<file path="config.mk">
export PLATFORM = sky130hd
export DESIGN_NAME = wb_stage
export DESIGN_NICKNAME = d
export VERILOG_FILES = /design/src/rtl/wb_pkg.sv /design/src/rtl/wb_dec.sv /design/src/rtl/wb_stage.sv
export SDC_FILE = /design/constraint.sdc
export NUM_CORES = 1
export LEC_CHECK = 0
export CELL_PAD_IN_SITES_DETAIL_PLACEMENT = 1
export CELL_PAD_IN_SITES_GLOBAL_PLACEMENT = 1
export CORE_MARGIN = 4
export CORE_UTILIZATION = 34
export CTS_BUF_LIST = sky130_fd_sc_hd__clkbuf_8
export CTS_CLUSTER_SIZE = 28
export DETAILED_ROUTE_END_ITERATION = 7
export PLACE_DENSITY_LB_ADDON = 0.1
export SYNTH_ARGS = -nofsm -noshare
export SYNTH_HDL_FRONTEND = slang
export SYNTH_SLANG_ARGS = --single-unit
</file>
<file path="constraint.sdc">
create_clock -name clk -period 5.5 [get_ports clk]
set_clock_uncertainty 0.05 [all_clocks]
set_input_delay 1.1 -clock clk [delete_from_list [all_inputs] [get_ports clk]]
set_output_delay 1.1 -clock clk [all_outputs]
set_load 0.01 [all_outputs]
</file>
<file path="src/rtl/wb_pkg.sv">
// Shared write-back definitions: bank geometry and the register-bank write port.
package wb_pkg;

  localparam int unsigned DATA_W = 8;
  localparam int unsigned NREG   = 8;
  localparam int unsigned ADDR_W = 3;

  // One write port into the register bank, as seen by each register.
  typedef struct packed {
    logic              regWrite;
    logic [NREG-1:0]   decOut;
    logic [DATA_W-1:0] wrData;
  } wrPort_t;

endpackage

</file>
<file path="src/rtl/wb_dec.sv">
// Register-index to one-hot select decoder with enable; all-zero when disabled.
module wb_dec #(
  parameter int unsigned ADDR_W = 3,
  parameter int unsigned NREG   = 8
) (
  input  logic              en,
  input  logic [ADDR_W-1:0] idx,
  output logic [NREG-1:0]   dec
);

  // Raise exactly the selected line, and only while enabled.
  always_comb begin
    dec = '0;
    for (int unsigned i = 0; i < NREG; i++) begin
      dec[i] = en && (idx == ADDR_W'(i));
    end
  end

endmodule

</file>
<file path="src/rtl/wb_stage.sv">
// Write-back stage: latches the MEM result, drives one write strobe per
// instruction into the register bank, reports forwarding hits to execute
// and counts committed writes (saturating).
module wb_stage
  import wb_pkg::*;
#(
  parameter int unsigned DATA_W   = wb_pkg::DATA_W,
  parameter int unsigned NREG     = wb_pkg::NREG,
  parameter int unsigned ADDR_W   = wb_pkg::ADDR_W,
  parameter bit          ZERO_REG = 1'b1,
  parameter int unsigned CNT_W    = 16
) (
  input  logic              clk,
  input  logic              reset,
  input  logic              stall,
  input  logic              flush,
  input  logic              in_valid,
  input  logic              in_regWrite,
  input  logic              in_memToReg,
  input  logic [ADDR_W-1:0] in_rd,
  input  logic [DATA_W-1:0] in_aluResult,
  input  logic [DATA_W-1:0] in_memData,
  input  logic [ADDR_W-1:0] rs_a,
  input  logic [ADDR_W-1:0] rs_b,
  output logic              regWrite,
  output logic [NREG-1:0]   decOut,
  output logic [DATA_W-1:0] wrData,
  output logic              fwdHitA,
  output logic              fwdHitB,
  output logic [CNT_W-1:0]  wbCount
);

  logic              v;
  logic              wen;
  logic              done;
  logic [ADDR_W-1:0] rd;
  logic [DATA_W-1:0] data;
  logic [CNT_W-1:0]  cnt;
  logic              rdIsZero;
  logic              pend;

  // Stage register: reset > flush > stall > load. While stalled, done
  // remembers that the strobe already went out so it is not repeated.
  always_ff @(posedge clk) begin
    if (reset) begin
      v    <= 1'b0;
      wen  <= 1'b0;
      done <= 1'b0;
      rd   <= '0;
      data <= '0;
    end else if (flush) begin
      v    <= 1'b0;
      done <= 1'b0;
    end else if (stall) begin
      done <= done | regWrite;
    end else begin
      v    <= in_valid;
      wen  <= in_regWrite;
      done <= 1'b0;
      rd   <= in_rd;
      data <= in_memToReg ? in_memData : in_aluResult;
    end
  end

  // Pending write: still the youngest copy of rd until the bank holds it,
  // so forwarding keeps using it even after the strobe has been issued.
  always_comb begin
    rdIsZero = ZERO_REG && (rd == '0);
    pend     = v && wen && !rdIsZero;
    regWrite = pend && !done;
    wrData   = data;
    fwdHitA  = pend && (rs_a == rd);
    fwdHitB  = pend && (rs_b == rd);
  end

  wb_dec #(
    .ADDR_W (ADDR_W),
    .NREG   (NREG)
  ) uDec (
    .en  (regWrite),
    .idx (rd),
    .dec (decOut)
  );

  // Retired-write counter: one count per strobe, holds at all-ones.
  always_ff @(posedge clk) begin
    if (reset) begin
      cnt <= '0;
    end else if (regWrite && (cnt != '1)) begin
      cnt <= cnt + CNT_W'(1);
    end
  end

  assign wbCount = cnt;

endmodule
</file>
Word level (Yosys, flattened, before mapping)
Cells that the tools add are included.
W data, S select, Z words.
{"block": "totals", "ff_bits": 30, "out_inout_bits": 35, "wordCells": 41}
{"block": "op_classes", "addsub": 1, "eq_ne": 10, "mux": 1, "bitwise_logic": 3, "reduce_logical": 20}
{"cell": "$add A16 B1 Y16 const B", "count": 1}
{"cell": "$ne A16 B16 Y1 const B", "count": 1}
{"cell": "$logic_and A1 B1 Y1", "count": 14}
{"cell": "$eq A3 B3 Y1 const B", "count": 4}
{"cell": "$mux W8", "count": 1}
{"cell": "$eq A3 B2 Y1 const B", "count": 2}
{"cell": "$eq A3 B3 Y1", "count": 2}
{"cell": "$eq A3 B1 Y1 const B", "count": 1}
{"cell": "$logic_not A3 Y1", "count": 1}
{"cell": "$reduce_or A3 Y1", "count": 1}
{"cell": "$logic_not A1 Y1", "count": 2}
{"cell": "$not A1 Y1", "count": 2}
{"cell": "$reduce_and A2 Y1", "count": 1}
{"cell": "$reduce_or A2 Y1", "count": 1}
{"cell": "$or A1 B1 Y1", "count": 1}

Longest topological paths before layout
{"block": "depth", "depth_word": 5, "mapped_depth": 6, "depth_no_buf": 5}

Hierarchy
From an unflattened synthesis, not the netlist that was laid out.
{"block": "unflattened", "hier_cells": 180, "hier_area_um2": 1575.3}
{"mod": "wb_stage", "n_inst": 1, "cells_each": 172, "area_each_um2": 1480.2}
{"mod": "wb_dec", "n_inst": 1, "cells_each": 8, "area_each_um2": 95.1}

Least setup slack after synthesis
OpenSTA, ideal clock, no wires.
{"block": "synth_path", "path_kind": "input to output", "startpoint": "input rs_a[1]", "endpoint": "output fwdHitA", "arrival_ns": 1.667, "required_ns": 4.350, "setup_slack_ns": 2.683, "path_stages": 2, "cell_sequence": "xor2_1 > nor4_1"}
{"block": "synth_between", "elab_chain_len": 2}
{"element": "from (decl)", "line": "wb_stage.sv:23", "source": "input logic [ADDR_W-1:0] rs_a,"}
{"element": "$eq A3 B3 Y1", "line": "wb_stage.sv:72", "source": "fwdHitA = pend && (rs_a == rd);"}
{"element": "$logic_and A1 B1 Y1", "line": "wb_stage.sv:72"}
{"element": "to (decl)", "line": "wb_stage.sv:28", "source": "output logic fwdHitA,"}
Every way passes these cells.

Worst setup path in the final report
{"block": "layout_path", "startpoint": "input rs_b[1]", "endpoint": "output fwdHitB"}
{"block": "layout_between", "elab_chain_len": 2}
{"element": "from (decl)", "line": "wb_stage.sv:24", "source": "input logic [ADDR_W-1:0] rs_b,"}
{"element": "$eq A3 B3 Y1", "line": "wb_stage.sv:73", "source": "fwdHitB = pend && (rs_b == rd);"}
{"element": "$logic_and A1 B1 Y1", "line": "wb_stage.sv:73"}
{"element": "to (decl)", "line": "wb_stage.sv:29", "source": "output logic fwdHitB,"}
Every way passes these cells.

==> summary.txt <==
Status
  • Status: completed

Placement
  • Dpl hpwl: 3.45 mm
  • Routability cong.: approximately 0.69
  • IO Port Bufs: 65

Worst setup path
  • Critical path startpoint category: primary input
  • Worst r2r dst: wbCount[0]
  • R2R Setup Slk: 3290 ps
  • Worst setup path category: primary input to primary output
  • Crit-path max FO: 1
  • Critical path endpoint category: primary output
  • R2R cell count: 6
  • CP arrival: 2520 ps
  • Crit path launch: rs_b[1]
  • Req. time, crit path: approximately 4400 ps
  • Worst R2R Start: wbCount[0]
  • End of the critical path: fwdHitB

Power
  • Clock network power share: 39.0%
  • Total power: 0.000472 W
  • Net Sw Frac: about 24%
  • Reg power frac: about 49%
  • PD cells: about 200 nW/um2
  • P_leak: 0.837 nW
  • Peak VDD IR: 0.127 mV
  • Pint: 0.000358 W
  • Switching power: 0.000114 W
  • Combinational share of power: approximately an eighth

STA
  • RSZ-0062 raised after global routing: no
  • Worst-Margin Slew: 520 ps
  • Setup TNS: 0 ps
  • Slew margin rel.: around two thirds
  • FMAX: 272 MHz
  • Tcrit/Tclk final: 66.7%
  • Hold Fails Final Rpt: 0
  • Tmin final: 3670 ps
  • Final setup violation count: 0
  • Final Max Slew Viols: 0

Final layout
  • Area Growth Syn to Fin: 45.8%
  • FF/Latch Area: 601 um2
  • Multi-input logic area: between 900 and 1000 um2
  • Fill cells: 544
  • Layout Nets: between 200 and 300
  • Share of layout cells above drive strength 1: 4.30%
  • Ant. Diodes: 0

Routing
  • 1st-iter DRT viols: 120
  • Final WL: 4.70 mm
  • Vias: 1688
  • Wire length per cell: ~15 um
  • DR vias/cell: 5.48
  • Routed Antenna Nets: 0
  • First drt pass iteration count: 4
  • Remaining DRCs: 0

Floorplan
  • Die Ht: between 70 and 80 um
  • Initial Utilization: 36.4%
  • I/O Pins: 67
  • Die width: 77.4 um
  • FP Rows: 24
  • Placeable Area: 4500 um2
  • Die footprint: ~6000 um2

Clock tree
  • TritonCTS clock tree: done
  • H-tree depth: 2
  • Total clock sinks: 30
  • Worst-path clk slew: ~60 ps
  • Clk_lat worst skew: 280 ps
  • CTS Buffer Depth: 2
  • Hold_buf cts: 0
  • Post-cts resize count: 0
  • Clk Tree Root Cell: clkbuf_8
  • Num CTS Buffers: 5
  • Post-CTS setup buffer count: 0

Yosys
  • Syn nets: around 230
  • Synthesized instance count: 195
  • Yosys warnings: 0
  • Syn Area/Cell: approximately 8.4 um2
  • Syn Std Cell Area: 1640 um2
  • Distinct cell type count after synthesis: 36
  • Number of synthesized register bits: 30
  • Sequential area share after synthesis: 36.7%

Hold path
  • Type of the most critical hold path: register to register

Global routing
  • Vias in the first global route: 1723
  • First-pass GRT wire length: 8.25 mm
  • Largest net degree at the start of global routing: 38
  • GRT Resource Usage Total: between 15 and 20%
  • GRT overflow: 0
  • Initial antenna violation count: 0

Job
  • Max-cap violations: 0
## per-stage QoR
| step | instances | area, um2 | setup slack (ps) | utilization [%] | hold slack, ps |
|---|---|---|---|---|---|
| after floorplan | 195 | 1640 | 2680 | - | 445 |
| after global placement | 300 | 2300 | 1830 | 51.0 | 437 |
| after detailed placement | 300 | 2300 | 1790 | 51.0 | 443 |
| after CTS | 308 | 2390 | 1800 | 53.0 | 452 |
| after global routing | 308 | 2390 | 1690 | 53.0 | 478 |
| final | 308 | 2390 | 1830 | 53.0 | 452 |
## cells in the final DEF (no fill, tap or decap), types with 2 or more instances in the layout
cell type and n:
a211oi_1 12, a21oi_1 13, and4_1 2, buf_4 3
clkbuf_8 6, clkdlybuf4s50_1 65, dfxtp_1 30, inv_1 4
mux2_1 6, mux2i_1 10, nand2_1 15, nand2b_1 3
nand3_1 5, nand4_1 8, nor2_1 21, nor2b_1 6
nor3_1 7, nor4_1 3, o21ai_0 5, o31ai_1 5
or4_1 7, xor2_1 6
## worst max-delay path, stage by stage
cell and delay, ps:
clkdlybuf4s50_1 420, xor2_1 150, nor4_1 270, clkdlybuf4s50_1 580
## power groups by stage
stage          combinational, W  clock (W)  sequential [W]
3_3_place_gp          0.0000583          0        0.000234
2_1_floorplan         0.0000260          0        0.000232
6_report              0.0000591   0.000184        0.000229
3_5_place_dp          0.0000598          0        0.000234
5_1_grt               0.0000649   0.000198        0.000230
4_1_cts               0.0000602   0.000186        0.000229
## logic make-up after synthesis
| logic type | count (synthesis) | synth area share [%] |
|---|---|---|
| AO/OA/AOI/OAI | 41 | 17.4 |
| XOR/XNOR | 6 | 3.21 |
| adder cells (fa/ha/maj) | 1 | 0.764 |
| buffers and inverters | 18 | 5.58 |
| flip-flops | 30 | 36.7 |
| multiplexers | 16 | 10.2 |
| other | 1 | 0.229 |
| AND/OR/NAND/NOR | 82 | 25.9 |
## cell usage after synthesis (all sizes together)
cell | instances | share of area [%]
a211oi | 12 | 5.5
o31ai | 5 | 2.3
xor2 | 6 | 3.2
a311oi | 1 | 0.53
and2 | 1 | 0.38
o311ai | 1 | 1.6
a21oi | 13 | 4.0
nor3 | 7 | 2.1
nand3 | 5 | 1.5
a31oi | 1 | 0.38
nand2 | 15 | 3.4
clkbuf | 10 | 2.3
or2 | 1 | 0.38
or4 | 7 | 3.2
inv | 3 | 0.69
nor2 | 21 | 4.8
mux2i | 10 | 6.1
o41ai | 1 | 0.53
o21bai | 1 | 0.46
nor3b | 1 | 0.46
and4 | 2 | 1.1
and3 | 1 | 0.38
nor2b | 6 | 2.3
buf | 5 | 2.6
mux2 | 6 | 4.1
nor4 | 3 | 1.1
nand4 | 8 | 3.1
o21ai | 5 | 1.5
nand2b | 3 | 1.1
o311a | 1 | 0.61
ha | 1 | 0.76
or2b | 1 | 0.46
dfxtp | 30 | 37
conb | 1 | 0.23
## layout make-up
type	instances	area share, %
inverters	3	0.472
flip-flops and latches	30	25.2
clock inverters	2	0.367
repair buffers	68	28.2
well taps	52	2.73
multi-input cells	147	39.6
clock buffers	6	3.46
## routing by layer
metal / GRT usage (%) / share of wire [%] / vias to the layer above
li1: - / - / 832
met1: 20.7 / 44 / 792
met2: 28.2 / 49 / 56
met3: 4.75 / 6.3 / 8
met4: 4.80 / 1.2 / 0
met5: 0 / 0 / -
## state kept, by name, indices dropped and copies added, names as in the netlist
name,flops
wbCount,16
wen,1
done,1
rd,3
v,1
wrData,8
## worst min-delay path by stage
| stage | start | end | slack (ps) | depth (start not counted) |
|---|---|---|---|---|
| finish | wrData[0] | wrData[0] | 450 | 2 |
| global route | wrData[3] | wrData[3] | 480 | 2 |
| global placement | wbCount[15] | wbCount[15] | 440 | 2 |
| floorplan | done | done | 450 | 2 |
| CTS | wrData[3] | wrData[3] | 450 | 2 |
| detailed placement | wrData[3] | wrData[3] | 440 | 2 |
(Power assumes the default switching activity.)
